**src/rtl/alu_pkg.sv**
```systemverilog
// Shared definitions for the ALU sequencing stage: op codes, flag bit
// positions, FSM states and the flag derivation used on capture.
package alu_pkg;

    typedef enum logic [1:0] {
        ST_IDLE   = 2'd0,
        ST_SETTLE = 2'd1,
        ST_DONE   = 2'd2
    } state_e;

    localparam logic [3:0] OP_ADD  = 4'h0;
    localparam logic [3:0] OP_SUB  = 4'h1;
    localparam logic [3:0] OP_AND  = 4'h2;
    localparam logic [3:0] OP_OR   = 4'h3;
    localparam logic [3:0] OP_XOR  = 4'h4;
    localparam logic [3:0] OP_SHL  = 4'h5;
    localparam logic [3:0] OP_SHR  = 4'h6;
    localparam logic [3:0] OP_PASS = 4'h7;

    localparam int unsigned FLAG_C = 0;
    localparam int unsigned FLAG_Z = 1;
    localparam int unsigned FLAG_S = 2;
    localparam int unsigned FLAG_O = 3;

    localparam int unsigned CNT_W = 4;

    // Slice carry-out is active low; the stored C flag is active high.
    function automatic logic [3:0] make_flags(input logic [7:0] res,
                                              input logic       n_carry,
                                              input logic       ovf);
        logic [3:0] f;
        f         = '0;
        f[FLAG_C] = ~n_carry;
        f[FLAG_Z] = (res == 8'h00);
        f[FLAG_S] = res[7];
        f[FLAG_O] = ovf;
        return f;
    endfunction

endpackage

```
**src/rtl/alu_flags_reg.sv**
```systemverilog
// {O,S,Z,C} flag register with a direct load port and a result capture port.
module alu_flags_reg
    import alu_pkg::*;
(
    input  logic       clk,
    input  logic       n_rst,
    input  logic       load_en,
    input  logic [3:0] load_val,
    input  logic       cap_en,
    input  logic       cap_keep,
    input  logic [7:0] cap_result,
    input  logic       cap_n_carry,
    input  logic       cap_overflow,
    output logic [3:0] flags
);

    logic [3:0] flags_q;
    logic [3:0] flags_d;

    // Load and capture never coincide: load is IDLE-only, capture is SETTLE-only.
    always_comb begin
        flags_d = flags_q;
        if (load_en) begin
            flags_d = load_val;
        end else if (cap_en && !cap_keep) begin
            flags_d = make_flags(cap_result, cap_n_carry, cap_overflow);
        end
    end

    always_ff @(posedge clk or negedge n_rst) begin
        if (!n_rst) begin
            flags_q <= '0;
        end else begin
            flags_q <= flags_d;
        end
    end

    assign flags = flags_q;

endmodule

```
**src/rtl/alu_seq.sv**
```systemverilog
// Sequencer around the low/high ROM ALU slices: accepts a request, holds the
// slices enabled for SETTLE_CYCLES edges, captures result/flags, hands off.
module alu_seq
    import alu_pkg::*;
#(
    parameter int unsigned SETTLE_CYCLES = 3
) (
    input  logic       clk,
    input  logic       n_rst,
    input  logic       req_valid,
    output logic       req_ready,
    input  logic [7:0] req_a,
    input  logic [7:0] req_b,
    input  logic [3:0] req_op,
    input  logic       req_invert,
    input  logic       req_carry_in,
    input  logic       req_use_carry,
    input  logic       req_keep_flags,
    output logic       resp_valid,
    input  logic       resp_ready,
    output logic [7:0] resp_result,
    output logic [3:0] flags,
    input  logic       flags_wr,
    input  logic [3:0] flags_din,
    output logic [7:0] alu_a,
    output logic [7:0] alu_b,
    output logic [3:0] alu_op,
    output logic       alu_invert,
    output logic       alu_carry_in,
    output logic       alu_n_oe,
    input  logic [7:0] alu_result,
    input  logic       alu_n_carry,
    input  logic       alu_overflow
);

    localparam logic [CNT_W-1:0] CNT_LOAD = CNT_W'(SETTLE_CYCLES - 1);

    state_e           state_q, state_d;
    logic [CNT_W-1:0] cnt_q, cnt_d;
    logic [7:0]       a_q, a_d;
    logic [7:0]       b_q, b_d;
    logic [3:0]       op_q, op_d;
    logic             inv_q, inv_d;
    logic             cin_q, cin_d;
    logic             keep_q, keep_d;
    logic             n_oe_q, n_oe_d;
    logic [7:0]       result_q, result_d;

    logic             in_idle;
    logic             capture;

    assign in_idle = (state_q == ST_IDLE);
    assign capture = (state_q == ST_SETTLE) && (cnt_q == '0);

    always_comb begin
        state_d  = state_q;
        cnt_d    = cnt_q;
        a_d      = a_q;
        b_d      = b_q;
        op_d     = op_q;
        inv_d    = inv_q;
        cin_d    = cin_q;
        keep_d   = keep_q;
        n_oe_d   = n_oe_q;
        result_d = result_q;
        case (state_q)
            ST_IDLE: begin
                if (req_valid) begin
                    a_d     = req_a;
                    b_d     = req_b;
                    op_d    = req_op;
                    inv_d   = req_invert;
                    keep_d  = req_keep_flags;
                    // flags is the pre-edge value even when flags_wr loads this edge.
                    cin_d   = req_use_carry ? flags[FLAG_C] : req_carry_in;
                    cnt_d   = CNT_LOAD;
                    n_oe_d  = 1'b0;
                    state_d = ST_SETTLE;
                end
            end
            ST_SETTLE: begin
                if (cnt_q != '0) begin
                    cnt_d = cnt_q - 1'b1;
                end else begin
                    result_d = alu_result;
                    n_oe_d   = 1'b1;
                    state_d  = ST_DONE;
                end
            end
            ST_DONE: begin
                if (resp_ready) begin
                    state_d = ST_IDLE;
                end
            end
            default: begin
                state_d = ST_IDLE;
                n_oe_d  = 1'b1;
            end
        endcase
    end

    always_ff @(posedge clk or negedge n_rst) begin
        if (!n_rst) begin
            state_q  <= ST_IDLE;
            cnt_q    <= '0;
            a_q      <= '0;
            b_q      <= '0;
            op_q     <= '0;
            inv_q    <= 1'b0;
            cin_q    <= 1'b0;
            keep_q   <= 1'b0;
            n_oe_q   <= 1'b1;
            result_q <= '0;
        end else begin
            state_q  <= state_d;
            cnt_q    <= cnt_d;
            a_q      <= a_d;
            b_q      <= b_d;
            op_q     <= op_d;
            inv_q    <= inv_d;
            cin_q    <= cin_d;
            keep_q   <= keep_d;
            n_oe_q   <= n_oe_d;
            result_q <= result_d;
        end
    end

    alu_flags_reg u_flags (
        .clk          (clk),
        .n_rst        (n_rst),
        .load_en      (in_idle && flags_wr),
        .load_val     (flags_din),
        .cap_en       (capture),
        .cap_keep     (keep_q),
        .cap_result   (alu_result),
        .cap_n_carry  (alu_n_carry),
        .cap_overflow (alu_overflow),
        .flags        (flags)
    );

    assign req_ready    = in_idle;
    assign resp_valid   = (state_q == ST_DONE);
    assign resp_result  = result_q;
    assign alu_a        = a_q;
    assign alu_b        = b_q;
    assign alu_op       = op_q;
    assign alu_invert   = inv_q;
    assign alu_carry_in = cin_q;
    assign alu_n_oe     = n_oe_q;

endmodule
```
**config.mk**
```make
export PLATFORM = sky130hd
export DESIGN_NAME = alu_seq
export DESIGN_NICKNAME = d
export VERILOG_FILES = /design/src/rtl/alu_pkg.sv /design/src/rtl/alu_flags_reg.sv /design/src/rtl/alu_seq.sv
export SDC_FILE = /design/constraint.sdc
export NUM_CORES = 1
export LEC_CHECK = 0
export CAP_MARGIN = 30
export CORE_ASPECT_RATIO = 0.8
export CORE_MARGIN = 8
export CORE_UTILIZATION = 41
export DETAILED_ROUTE_END_ITERATION = 12
export MAX_ROUTING_LAYER = met4
export PLACE_DENSITY = 0.77
export SLEW_MARGIN = 20
export SYNTH_ARGS = -nofsm -noshare
export SYNTH_HDL_FRONTEND = slang
export SYNTH_HIERARCHICAL = 1
export SYNTH_SLANG_ARGS = --single-unit
```
**constraint.sdc**
```tcl
create_clock -name clk -period 2.6 [get_ports clk]
set_clock_uncertainty 0.05 [all_clocks]
set_input_delay 0.52 -clock clk [delete_from_list [all_inputs] [get_ports clk]]
set_output_delay 0.52 -clock clk [all_outputs]
set_load 0.02 [all_outputs]
```
# Word-level counts from Yosys, hierarchy flattened
# Cells that the tools add are included.
[totals]
regBits = 42
inputBits = 43
word_cells = 49
[op_classes]
addsub = 1
eq_ne = 6
muxes = 13
bitwise_logic = 3
n_reduce_logical = 15
[op_table]
columns = ["operator", "count"]
rows = [
  ["two-way mux 4 bit", 4],
  ["AND reduction 3 bit", 3],
  ["zero test 8 bit", 1],
  ["case mux 4 bit (2 select lines)", 1],
  ["two-way mux 2 bit", 3],
  ["case mux 2 bit (3 select lines)", 1],
  ["zero test 4 bit", 1],
  ["!= test 2 x 1 -> 1 bit, second input constant", 2],
  ["!= test 2 bit, second input constant", 2],
  ["AND reduction 2 bit", 2],
  ["nonzero test 2 bit", 2],
  ["nonzero test 4 bit", 1],
  ["subtractor 4 x 1 -> 4 bit, second input constant", 1],
  ["logical AND 1 bit", 3],
  ["two-way mux 1 bit", 3],
  ["inverter 1 bit", 3],
  ["case mux 1 bit (3 select lines)", 1],
  ["equality test 2 x 1 -> 1 bit, second input constant", 1],
  ["equality test 2 bit, second input constant", 1],
  ["zero test 2 bit", 1],
  ["zero test 1 bit", 1],
]

# Logic depth before layout (Yosys ltp)
[logic_depth]
word_depth = 5
mapped_depth = 8

# Cells and area by module
# Netlist, hierarchy kept.
[by_module_without_submodules]
columns = ["mod", "instances", "cells_per_inst", "area_each_um2", "seq_area_each_um2"]
rows = [
  ["alu_seq", 1, 109, 1612.8, 952.2],
  ["alu_flags_reg", 1, 22, 206.4, 100.1],
]

# Worst setup path before layout
# OpenSTA, ideal clock, no wires.
[synth_path]
path_kind = "flip-flop to flip-flop"
startpoint = "reg cnt_q[0]"
endpoint = "reg u_flags.flags_q[1] (netlist: u_flags/flags[1])"
setup_ps = 90
arrival_time_ps = 1932
required_ps = 2460
setup_slack_ps = 528
stages_incl_launch_ff = 9
path_buffers = 0
cell_sequence = "dfrtp_1 -> inv_1 -> ha_1 -> nor3b_1 -> nand2_2 -> inv_1 -> nand2b_1 -> or4_1 -> o221ai_1"
[synth_via]
elab_chain_cells = 4
[synth_rtl]
columns = ["element", "line", "rtl"]
rows = [
  ["start, declared", "alu_seq.sv:39", "logic [CNT_W-1:0] cnt_q, cnt_d;"],
  ["start signal, assigned", "alu_seq.sv:116", "cnt_q <= cnt_d;"],
  ["zero test 4 bit", "alu_seq.sv:53", "assign capture = (state_q == ST_SETTLE) && (cnt_q == '0);"],
  ["logical AND 1 bit", "alu_seq.sv:53", ""],
  ["net capture", "alu_seq.sv:50", "logic capture;"],
  ["logical AND 1 bit", "alu_flags_reg.sv:25", "end else if (cap_en && !cap_keep) begin"],
  ["nonzero test 2 bit (no source line)", "-", ""],
  ["end signal, assigned", "alu_flags_reg.sv:34", "flags_q <= flags_d;"],
  ["end, declared", "alu_flags_reg.sv:17", "logic [3:0] flags_q;"],
]
# The timed path passes the listed nets, and every way through them passes these cells.
# A chain may end at the register's enable or synchronous reset.

# Final worst setup path
[layout_path]
startpoint = "reg cnt_q[1]"
endpoint = "reg u_flags.flags_q[1] (netlist: u_flags/flags[1])"
# Same word-level chain as after synthesis.

==> results.tsv <==
metric	value	unit
synth_edf_count	0	
finalSetupViolations	0	
finalSetupTns	0	ns
hpwl	3.41	mm
tightest_slew	0.406	ns
cts_root_buffer	clkbuf_8	
crit_path_max_incr_delay	0.49	ns
reg2reg_slack	0.42	ns
ys_ff_latch	42	
path_common_cell	inv_1	
gp_congestion	0.772	
crit_path_end	u_flags/flags[1]	
synth.area.top_cells	dfrtp_1, mux2_4, mux2_2	
antenna_found_initial	0	
dp_cells	265	
vias_per_cell	4.86	
synth_cell_types	27	
fin_cells	274	
die_w	90.5	µm
grtUsageTotal	13.9	%
cts_buffers	5	
num_antenna_cells	0	
syn_inst	131	
multi_input_area	702	µm²
end_kind	flop	
synth_top_cell_area_share	56.4	%
yosysMostFrequentCell	dfrtp_1	
post-route-util	65.6	%
area_growth	52.5	%
grt_max_degree	43	
cts_sinks	42	
clock_latency	0.30	ns
fmax	459	MHz
clockBufferDepth	2	
critPathLaunchType	flop	
core	4230	µm²
synth_area_leader_cell	dfrtp_1	
drtIter0Drc	87	
layout.area.seq	1050	µm²
relSlewSlack	72.9	%
yosys-top-cells-count	dfrtp_1, mux2_2, mux2_4	
final_nets	261	
postCtsSetupBuffers	0	
wl	4.45	mm
ir_drop	0.000736	V
grt_overflow_total	0	
design_area	2770	µm²
placed_area	2650	µm²
clk_pin_slew	0.08	ns
wl_per_cell	16.2	µm
total_leakage_power	1.25	nW
path_class	flop to flop	
slowest_stage	or4_1	
ant_nets	0	
dr.pass1.iters	2	
crit_chain	inv_1 > ha_1 > nor3b_1 > nand2_2 > inv_1 > nand2b_1 > or4_1 > o221ai_1	
start_util	43.0	%
slew_viol_final	0	
rsz0062_at_grt	no	
netlist_area	1820	µm²
synth-async-reset-ratio	100	%
crit_path_max_fanout	5	
r2r_end	u_flags/flags[1]	
r2r-start	cnt_q[1]	
outcome	completed	
portBuffers	79	
fin_crit_sh	83.8	%
drv_cap	0	
period_needed	2.18	ns
layout-drive-gt1-share	20.7	%
holdWs	0.0339	ns
cp-startpoint	cnt_q[1]	
synthFlopType	dfrtp_1	
cts_tree	built	
holdBufCountCts	0	
required	2.76	ns
grt_pass1_vias	1521	
hold_path_class	primary input to asynchronous set/reset pin	
powerDensity	1260	nW/µm²
syn_nets	176	
hold_viol	0	
num_vias	1331	
r2r_cells	8	
drc	0	
dieArea	6840	µm²
fillers	333	
cts_resized	0	
htreeDepth	2	
die_y	75.6	µm
arrival	2.33	ns
avgSynthCellArea	13.9	µm²
ios	80	
seq_area_frac_synth	57.8	%
rows	21	
ys_warn_count	6	
grt_pass1_wl	7.20	mm
-- cells in the final DEF, fill, tap and decap left out --
master	instances
nor3_1	3
o221ai_1	1
mux2_2	16
and2b_1	1
nand2_2	1
a21oi_1	1
or3_1	1
mux2i_1	6
o21ai_0	9
nor3b_1	2
dfstp_2	1
mux2_4	14
and2_1	1
clkbuf_8	5
nand2_1	11
inv_1	5
buf_12	1
nand2b_1	1
clkdlybuf4s50_1	78
buf_4	2
bufinv_16	1
ha_1	2
clkinv_2	2
dfrtp_1	41
nand3_1	2
nor2_1	3
o311a_1	1
or3b_2	1
or4_1	2
or3b_1	1
buf_2	1
-- critical path: cells and delay by family, from the launching register on --
kind / cells / cell delay (ns)
fa+ha+maj: 1 / 0.18
flops: 1 / 0.40
compound gates: 1 / 0.23
buf+inv: 2 / 0.19
simple gates: 4 / 1.05
-- sequential cells by signal (all words and copies together) (netlist names) --
| name | count |
|---|---|
| alu_op | 4 |
| alu_b | 8 |
| u_flags/flags | 4 |
| state_q | 2 |
| alu_invert | 1 |
| resp_result | 8 |
| keep_q | 1 |
| alu_a | 8 |
| cnt_q | 4 |
| alu_carry_in | 1 |
| alu_n_oe | 1 |
-- report_power, final --
part	total [mW]	leakage [nW]	internal, mW	switching, mW
Clock	0.502	0.0579	0.282	0.220
Combinational	1.80	0.691	0.978	0.818
Sequential	1.19	0.498	0.984	0.204
Total	3.49	1.25	2.24	1.24
-- logic make-up (layout without fill, tap and decap cells) --
kind of cell / Yosys count / count (layout) / synth area share (%)
buf+inv: 9 / 95 / 3.58
flops: 42 / 42 / 57.8
mux: 36 / 36 / 24.8
simple gates: 30 / 30 / 8.67
fa+ha+maj: 2 / 2 / 1.38
compound gates: 12 / 12 / 3.78
-- how the worst min path moves through the flow --
| stage | from | endpoint | slack (ns) | depth (start not counted) |
|---|---|---|---|---|
| 2_1_floorplan | n_rst | alu_a[0] | 0.17 | 0 |
| 3_3_place_gp | alu_carry_in | alu_carry_in | 0.43 | 2 |
| 3_5_place_dp | alu_carry_in | alu_carry_in | 0.43 | 2 |
| 4_1_cts | n_rst | resp_result[0] | 0.33 | 1 |
| 5_1_grt | n_rst | u_flags/flags[2] | 0.04 | 1 |
| 6_report | n_rst | u_flags/flags[2] | 0.03 | 1 |
-- cell type report --
class / count / area share (%)
flip-flops and latches: 42 / 37.9
repair buffers: 82 / 29.6
multi-input cells: 80 / 25.3
well taps: 57 / 2.57
clock buffers: 5 / 2.48
clock inverters: 3 / 1.44
inverters: 5 / 0.677
-- per-layer routing --
metal	vias up	track usage [%]	part of all wire [%]	wire length, µm
li1	622	-	-	-
met1	638	16.1	47	2080
met2	66	20.3	42	1890
met3	5	6.59	9.6	429
met4	0	6.07	1.2	55
met5	-	-	0	0
-- metrics by stage --
stage | setup WS [ns] | power, mW
finish | 0.422 | 3.49
global route | 0.187 | 3.70
CTS | 0.410 | 3.53
detailed placement | 0.333 | 3.01
global placement | 0.412 | 2.95
floorplan | 0.528 | 2.21
(Power assumes the default switching activity.)
